$ cat src/rtl/ser_demux_pkg.sv
// ser_demux_pkg: shared FSM state encoding and frame constants for the serial demux router
package ser_demux_pkg;
  typedef enum logic [1:0] {IDLE, PORT, LEN, DATA} state_t;
  localparam logic START_BIT = 1'b0;
endpackage

$ cat src/rtl/ser_bit_counter.sv
// ser_bit_counter: loadable counter (up or saturating down) with a programmable terminal-count flag
module ser_bit_counter #(
  parameter int W = 4
) (
  input  logic         clk,
  input  logic         rst_n,
  input  logic         load,
  input  logic         inc,
  input  logic         dec,
  input  logic [W-1:0] load_val,
  input  logic [W-1:0] term,
  output logic [W-1:0] count,
  output logic         tc
);
  always_ff @(posedge clk or negedge rst_n)
    if (!rst_n) count <= '0;
    else count <= load ? load_val : inc ? count + 1'b1 : (dec && count != '0) ? count - 1'b1 : count;
  assign tc = count == term;
endmodule

$ cat src/rtl/ser_demux_router.sv
// ser_demux_router: deframes a serial bit stream (start, port, length, data) and routes
// the data bits to one of NUM_PORTS registered outputs.
module ser_demux_router
  import ser_demux_pkg::*;
#(
  parameter int NUM_PORTS = 4,
  parameter int LEN_W = 4,
  localparam int PORT_W = $clog2(NUM_PORTS)
) (
  input  logic                 clk,
  input  logic                 rst_n,
  input  logic                 ser_in,
  input  logic                 ser_valid,
  input  logic                 abort,
  output logic [NUM_PORTS-1:0] p_data,
  output logic [NUM_PORTS-1:0] p_valid,
  output logic                 busy,
  output logic                 done,
  output logic [PORT_W-1:0]    cur_port
);
  localparam int CW = PORT_W > LEN_W ? PORT_W : LEN_W;
  state_t state, state_nxt;
  logic [PORT_W-1:0] port_sr, port_nxt;
  logic [LEN_W-1:0] len_sr, len_nxt, rem;
  logic [CW-1:0] bcnt;
  logic step, bit_tc, rem_tc;
  assign step = ser_valid && !abort;
  assign port_nxt = PORT_W'({port_sr, ser_in});
  assign len_nxt = LEN_W'({len_sr, ser_in});
  always_comb begin
    state_nxt = state;
    if (abort) state_nxt = IDLE;
    else if (ser_valid)
      unique case (state)
        IDLE: if (ser_in == START_BIT) state_nxt = PORT;
        PORT: if (bit_tc) state_nxt = LEN;
        LEN:  if (bit_tc) state_nxt = len_nxt == '0 ? IDLE : DATA;
        DATA: if (rem_tc) state_nxt = IDLE;
      endcase
  end
  // field bit counter: restarts from 0 whenever the FSM moves on
  ser_bit_counter #(.W(CW)) u_bit_cnt (
    .clk     (clk),
    .rst_n   (rst_n),
    .load    (abort || (step && state_nxt != state)),
    .inc     (step && (state == PORT || state == LEN)),
    .dec     (1'b0),
    .load_val('0),
    .term    (state == PORT ? CW'(PORT_W - 1) : CW'(LEN_W - 1)),
    .count   (bcnt),
    .tc      (bit_tc)
  );
  // remaining data bits: tc marks the final bit of the payload
  ser_bit_counter #(.W(LEN_W)) u_rem_cnt (
    .clk     (clk),
    .rst_n   (rst_n),
    .load    (abort || (step && state == LEN && bit_tc)),
    .inc     (1'b0),
    .dec     (step && state == DATA),
    .load_val(abort ? '0 : len_nxt),
    .term    (LEN_W'(1)),
    .count   (rem),
    .tc      (rem_tc)
  );
  always_ff @(posedge clk or negedge rst_n)
    if (!rst_n) begin
      state    <= IDLE;
      busy     <= 1'b0;
      done     <= 1'b0;
      p_valid  <= '0;
      p_data   <= '0;
      port_sr  <= '0;
      len_sr   <= '0;
      cur_port <= '0;
    end else begin
      state   <= state_nxt;
      busy    <= state_nxt != IDLE;
      done    <= step && ((state == LEN && bit_tc && len_nxt == '0) || (state == DATA && rem_tc));
      p_valid <= '0;
      p_data  <= '0;
      if (step && state == PORT) port_sr <= port_nxt;
      if (step && state == PORT && bit_tc) cur_port <= port_nxt;
      if (step && state == LEN) len_sr <= len_nxt;
      if (step && state == DATA) begin
        p_valid[cur_port] <= 1'b1;
        p_data[cur_port]  <= ser_in;
      end
    end
endmodule

$ cat config.mk
export PLATFORM = sky130hd
export DESIGN_NAME = ser_demux_router
export DESIGN_NICKNAME = d
export VERILOG_FILES = /design/src/rtl/ser_demux_pkg.sv /design/src/rtl/ser_bit_counter.sv /design/src/rtl/ser_demux_router.sv
export SDC_FILE = /design/constraint.sdc
export NUM_CORES = 1
export LEC_CHECK = 0
export CAP_MARGIN = 20
export CORE_MARGIN = 4
export CORE_UTILIZATION = 48
export DETAILED_ROUTE_END_ITERATION = 16
export PLACE_DENSITY = 0.74
export SETUP_SLACK_MARGIN = 0.02
export SLEW_MARGIN = 20
export SYNTH_ARGS = -nofsm -noshare
export SYNTH_HDL_FRONTEND = slang
export SYNTH_SLANG_ARGS = --single-unit
$ cat constraint.sdc
create_clock -name clk -period 2 [get_ports clk]
set_clock_uncertainty 0.15 [all_clocks]
set_input_delay 0.4 -clock clk [delete_from_list [all_inputs] [get_ports clk]]
set_output_delay 0.4 -clock clk [all_outputs]
set_load 0.02 [all_outputs]
---- After elaboration in Yosys (flattened, before gate mapping) ----
Cells that the tools add are included.
operators by class
  $add $sub $neg .......................... 2
  order comparisons ....................... 2
  equality and inequality tests ........... 6
  mux-type cells .......................... 18
  bitwise gates (word level) .............. 1
  reduce and logical (&&, ||, !) cells .... 25
operators by type and width
  kind                                                                                  count
  4-bit two-way mux                                                                     7
  2-bit two-way mux                                                                     8
  1-bit logical AND                                                                     14
  2-bit case mux with 4 select lines                                                    1
  2-bit nonzero test                                                                    3
  4-bit by 1-bit adder with 4-bit output (second input constant)                        1
  4-bit AND                                                                             1
  2-bit equality test (second input constant)                                           2
  4-bit by 1-bit equality test with 1-bit output (second input constant)                1
  4-bit by 2-bit equality test with 1-bit output                                        1
  4-bit zero test                                                                       1
  1-bit logical OR                                                                      4
  4-bit nonzero test                                                                    1
  4-bit by 1-bit subtractor with 4-bit output (second input constant)                   1
  2-bit by 3-bit less-than comparator with 1-bit output (second input constant)         1
  1-bit demux with 2-bit select                                                         1
  2-bit by 1-bit equality test with 1-bit output (second input constant)                1
  2-bit by 1-bit greater-or-equal comparator with 1-bit output (second input constant)  1
  2-bit zero test                                                                       1
  2-bit != test                                                                         1
  1-bit zero test                                                                       1
  1-bit two-way mux                                                                     1
storage, ports and cells
  register bits after elaboration ......... 26
  input port bits ......................... 5
  output and inout port bits .............. 12
  logic and storage cells ................. 64

---- Logic depth before layout (Yosys ltp) ----
Gate-level depths: netlist of the first run.
  depth in word-level cells ............... 11
  mapped depth ............................ 7
  gate-level depth less buffers ........... 7

---- Modules after synthesis ----
A second synthesis of the first run with hierarchy kept.
second synthesis, totals
  cells, all modules ...................... 167
  area, all modules ....................... 1661.6 µm²
modules (own cells, without submodules)
  module                       instances  cells an instance  area an instance (µm²)  seq. area each (µm²)
  ser_demux_router             1          92                 933.4                   450.4
  ser_bit_counter (u_bit_cnt)  1          37                 372.9                   100.1
  ser_bit_counter (u_rem_cnt)  1          38                 355.3                   100.1

---- Worst setup path after synthesis of the first run ----
OpenSTA, ideal clock, no wires.
  path kind ............................... flip-flop to flip-flop
  start ................................... register state[1]
  end ..................................... register u_bit_cnt.count[0]
  library setup time ...................... 0.138 ns
  data arrival time ....................... 1.801 ns
  setup slack ............................. -0.089 ns
  stages on the path, launching flop included .. 8
  path buffers ............................ 0
  path through ............................ dfrtp_1 > inv_1 > ha_1 > xnor2_1 > or2_1 > a221oi_2 > mux2i_1 > nor4_1
on the way
  cells in the longest elaborated chain, start to end .. 11
ends and longest elaborated chain
  element                                                  line                                                                    RTL
  from (decl)                                              ser_demux_router.sv:22                                                  state_t state, state_nxt;
  from (signal assigned)                                   ser_demux_router.sv:76                                                  state <= state_nxt;
  2-bit by 1-bit equality test with 1-bit output           ser_demux_router.sv:34, ser_demux_router.sv:46, ser_demux_router.sv:49
  2-bit two-way mux                                        ser_demux_router.sv:49                                                  .term (state == PORT ? CW'(PORT_W - 1) : CW'(LEN_W - 1)),
  4-bit by 2-bit equality test with 1-bit output           ser_bit_counter.sv:18                                                   assign tc = count == term;
  2-bit two-way mux, on equally long branches              ser_demux_router.sv:37, ser_demux_router.sv:36
  2-bit case mux with 4 select lines                       ser_demux_router.sv:34                                                  unique case (state)
  2-bit two-way mux                                        ser_demux_router.sv:33                                                  else if (ser_valid)
  2-bit two-way mux                                        ser_demux_router.sv:32                                                  if (abort) state_nxt = IDLE;
  2-bit != test                                            ser_demux_router.sv:45                                                  .load (abort || (step && state_nxt != state)),
  1-bit logical AND                                        ser_demux_router.sv:45
  1-bit logical OR                                         ser_demux_router.sv:45
  4-bit two-way mux or 2-bit nonzero test (tied branches)  n/a
  to (signal assigned)                                     ser_bit_counter.sv:17                                                   else count <= load ? load_val : inc ? count + 1'b1 : (dec && count != '0) ? count - 1'b1 : count;
  to (decl)                                                ser_bit_counter.sv:12                                                   output logic [W-1:0] count,
Parallel ways exist; a longest one is shown, timed or not.
A chain may end at the register's enable or synchronous reset.

---- Worst setup path after layout of the first run ----
  start ................................... register u_bit_cnt.count[2]
  end ..................................... register u_bit_cnt.count[2]
on the way
  cells in the longest elaborated chain, start to end .. 9
ends and longest elaborated chain
  element                                                  line
  4-bit by 2-bit equality test with 1-bit output           ser_bit_counter.sv:18
  2-bit two-way mux, on equally long branches              ser_demux_router.sv:37, ser_demux_router.sv:36
  2-bit case mux with 4 select lines                       ser_demux_router.sv:34
  2-bit two-way mux                                        ser_demux_router.sv:33
  2-bit two-way mux                                        ser_demux_router.sv:32
  2-bit != test                                            ser_demux_router.sv:45
  1-bit logical AND                                        ser_demux_router.sv:45
  1-bit logical OR                                         ser_demux_router.sv:45
  4-bit two-way mux or 2-bit nonzero test (tied branches)  n/a
Parallel ways exist; a longest one is shown, timed or not. The select of a mux whose other input is x is not followed.

==> summary.md, run 1 <==
| Metric | Value |
|---|---|
| Pins over their slew limit | `0` |
| Fmax achieved | `474 MHz` |
| Synth area leader | `dfrtp_1` |
| 1st-pass router iterations | `4` |
| Setup ws final | `-111 ps` |
| Pre-CTS WS | `-490 ps` |
| Hold Crit Class | `primary input to async pin` |
| Cell Rows | `18` |
| RSZ-0062 raised after global routing | `true` |
| Initial core utilization | `~52%` |
| Sequential share of the synthesized area | `49.2%` |
| Worst vdd ir | `0.000526 V` |
| FF+latch area | `approximately 650 sq um` |
| Largest net degree at the start of global routing | `27` |
| Slowest stage cell, crit path | `dfrtp_1` |
| Crit path cell chain | `or3b_4 -> buf_6 -> o31ai_4 -> buf_4 -> nand4_1 -> a21oi_2 -> nor4_1` |
| CTS clk-pin slew, worst paths | `140 ps` |
| FFs w/ async S/R, synth | `100%` |
| Cell Area, Placed | `roughly 0.0018 sq mm` |
| Syn avg cell area | `roughly 10 sq um` |
| Tmin final | `between 2000 and 2500 ps` |
| Finished Core Util | `74.3%` |
| Final wirelength | `3230 microns` |
| CTS tree | `yes` |
| Dominant cells by area after synthesis | `dfrtp_1 (49%), ha_1 (6.6%), mux2_2 (5.1%)` |
| Worst R2R Path Depth | `7` |
| Crit-path max FO | `4` |
| Total power | `0.00104 W` |
| Final GP Congestion | `between 0.8 and 0.9` |
| Num CTS Buffers | `3` |
| Die area | `between 0.003 and 0.004 sq mm` |
| Power Dens Cells | `approximately 550 mW/mm^2` |
| Most frequent cell after synthesis | `dfrtp_1` |
| Worst path arrival time | `2170 ps` |
| Nets | `between 150 and 200` |
| Multi-input logic area | `around 720 sq um` |
| DRT antenna net count | `0` |
| Vias in the first global route | `about 1200` |
| Post-synth cell types | `35` |
| Fraction of layout cells with a size suffix above 1 | `about a third` |
| Final Cell Area | `between 0.0015 and 0.002 sq mm` |
| Avg WL per Cell | `15.7 microns` |
| Ant. Diodes | `0` |
| Wire length of the first global-routing pass | `approximately 5500 microns` |
| Layout fillers | `between 150 and 200` |
| # setup viols final | `6` |
| Slew headroom | `between 70% and 80%` |
| Flops & latches, synth | `26` |
| Failing checks | `setup timing` |
| Via-to-Cell Ratio | `about 5.7` |
| Top post-synthesis cells by count | `dfrtp_1 (26), nor2_1 (14), nand2_1 (8)` |
| I/O Buffers | `16` |
| CTS root buf | `clkbuf_4` |
| DIE HEIGHT | `slightly above 60 microns` |
| Yosys warning count | `0` |
| DRC errors left | `0` |
| Synthesized net count | `138` |
| Setup crit start kind | `flop` |
| Area grow syn2layout | `43.0%` |
| H-tree depth | `1` |
| Clock sinks | `26` |
| Status | `finished with violations` |
| Critical Path Max Stage Delay | `between 400 and 500 ps` |
| Grt total ovfl | `0` |
| Post-CTS Hold Fix Bufs | `0` |
| Synthesized area | `0.00132 sq mm` |
| Worst path required time | `slightly above 2000 ps` |
| Die width | `between 60 and 70 microns` |
| Crit path capture type | `flop` |
| Buffer depth of the longest clock path | `2` |
| Clk_lat worst skew | `between 300 and 400 ps` |
| Dpl hpwl | `roughly 2300 microns` |
| Hold Vio Cnt, Final | `0` |
| Via count | `1165` |
| Tot GR Track Use | `between 20% and 30%` |
| Synthesized instance count | `about 130` |
| Crit Path Category | `flop to flop` |
| Max Cap Viol | `0` |
| Post-synth top area share | `about half` |
| Least-Margin Pin Slew | `between 300 and 400 ps` |
| Initial antenna violation count | `0` |
| IO Pins | `17` |
| Primary FF master, synth | `dfrtp_1` |
| Core Box Area | `0.00254 sq mm` |
| Period utilization | `106%` |
| Post-synth EDFFs | `0` |
| Leakage | `0.857 nW` |
| DRT iter0 DRCs | `36` |
==> state kept, by name, indices dropped and copies added (netlist names), 2 cells and up <==
register / count
u_bit_cnt.count: 4
u_rem_cnt.count: 4
p_valid: 4
state: 2
p_data: 4
len_sr: 3
cur_port: 2
==> cell usage in the layout, fill, tap and decap left out, drive strengths merged, types with 4 or more instances in the layout <==
| cell type | instances |
|---|---|
| nor2 | 14 |
| mux2i | 4 |
| ha | 7 |
| nand3 | 5 |
| buf | 33 |
| nand2b | 4 |
| nor3 | 4 |
| mux2 | 6 |
| dfrtp | 26 |
| a21oi | 5 |
| clkdlybuf4s50 | 13 |
| nor4 | 4 |
| nand2 | 8 |
| inv | 5 |
==> cell families (layout without fill, tap and decap cells) <==
family	after synthesis	count (layout)	share of synthesized area [%]
AO/OA/AOI/OAI	19	19	10.1
adder cells (fa/ha/maj)	7	7	6.62
AND/OR/NAND/NOR	51	51	20.3
multiplexers	10	10	8.14
buffers and inverters	8	58	2.27
XOR/XNOR	5	5	3.31
flip-flops	26	26	49.2
==> power by group <==
| part | total (W) | leakage (nW) | switching, W | internal, W |
|---|---|---|---|---|
| Clock | 0.000361 | 0.0279 | 0.000158 | 0.000203 |
| Sequential | 0.000545 | 0.360 | 0.00000725 | 0.000538 |
| Combinational | 0.000135 | 0.469 | 0.0000689 | 0.0000664 |
| Total | 0.00104 | 0.857 | 0.000234 | 0.000807 |
==> metrics by stage <==
| stage | hold slack (ps) | cells | TNS, ps |
|---|---|---|---|
| floorplan | -45.6 | 126 | 0 |
| global placement | 336 | 198 | -4060 |
| detailed placement | 360 | 198 | -4590 |
| CTS | 270 | 205 | -126 |
| global route | 282 | 206 | -1240 |
| finish | 265 | 206 | -486 |
==> layout make-up <==
type                    instances  share of cell area (%)
clock buffers                   3                    1.19
clock inverters                 1                    1.59
inverters                       5                   0.993
multi-input cells              92                    38.3
flip-flops and latches         26                    34.4
well taps                      30                    1.99
repair buffers                 49                    21.6
==> critical path, delay by kind of cell, from the launching register on <==
kind | cells | cell delay (ps)
and+or+nand+nor | 3 | 610
AOI/OAI and AO/OA | 2 | 520
DFF | 1 | 410
buffers and inverters | 2 | 300
==> per-layer routing <==
layer  up-vias  global-route usage [%]  routed length (microns)
li1        550                       -                        -
met1       572                    24.0                     1380
met2        35                    36.7                     1650
met3         8                    3.19                      141
met4         0                    8.67                       61
met5         -                       0                        0
==> timing repair <==
item,4_1_cts,5_1_grt
buffers inserted,3,1
endpoints found under the setup margin,12,13
pin swaps,10,1
cloned,0,0
gates resized for setup,8,2
==> final timing paths <==
kind	end	slack (ps)	startpoint
max	u_bit_cnt.count[2]	-110	u_bit_cnt.count[2]
max reg2reg	u_bit_cnt.count[2]	-110	u_bit_cnt.count[2]
min	p_data[1]	270	rst_n
max in group asynchronous	state[1]	1180	rst_n
min reg2reg	port_sr[0]	390	port_sr[0]
min in group clk	port_sr[0]	390	port_sr[0]
No activity file was read; power rests on OpenSTA's default activity.
==> inputs of run 2 (changes only) <==
--- a/config.mk
+++ b/config.mk
@@ -11,7 +11,7 @@
 export DETAILED_ROUTE_END_ITERATION = 16
 export PLACE_DENSITY = 0.74
 export SETUP_SLACK_MARGIN = 0.02
-export SLEW_MARGIN = 20
+export SLEW_MARGIN = 40
 export SYNTH_ARGS = -nofsm -noshare
 export SYNTH_HDL_FRONTEND = slang
 export SYNTH_SLANG_ARGS = --single-unit
==> results of run 2 <==
Final layout, timing and power as in run 1 (identical DEF).
==> inputs of run 3 (changes only) <==
--- a/config.mk
+++ b/config.mk
@@ -5,6 +5,7 @@
 export SDC_FILE = /design/constraint.sdc
 export NUM_CORES = 1
 export LEC_CHECK = 0
+export ABC_AREA = 0
 export CAP_MARGIN = 20
 export CORE_MARGIN = 4
 export CORE_UTILIZATION = 48
==> results of run 3 <==
Final layout, timing and power as in run 1 (identical DEF).
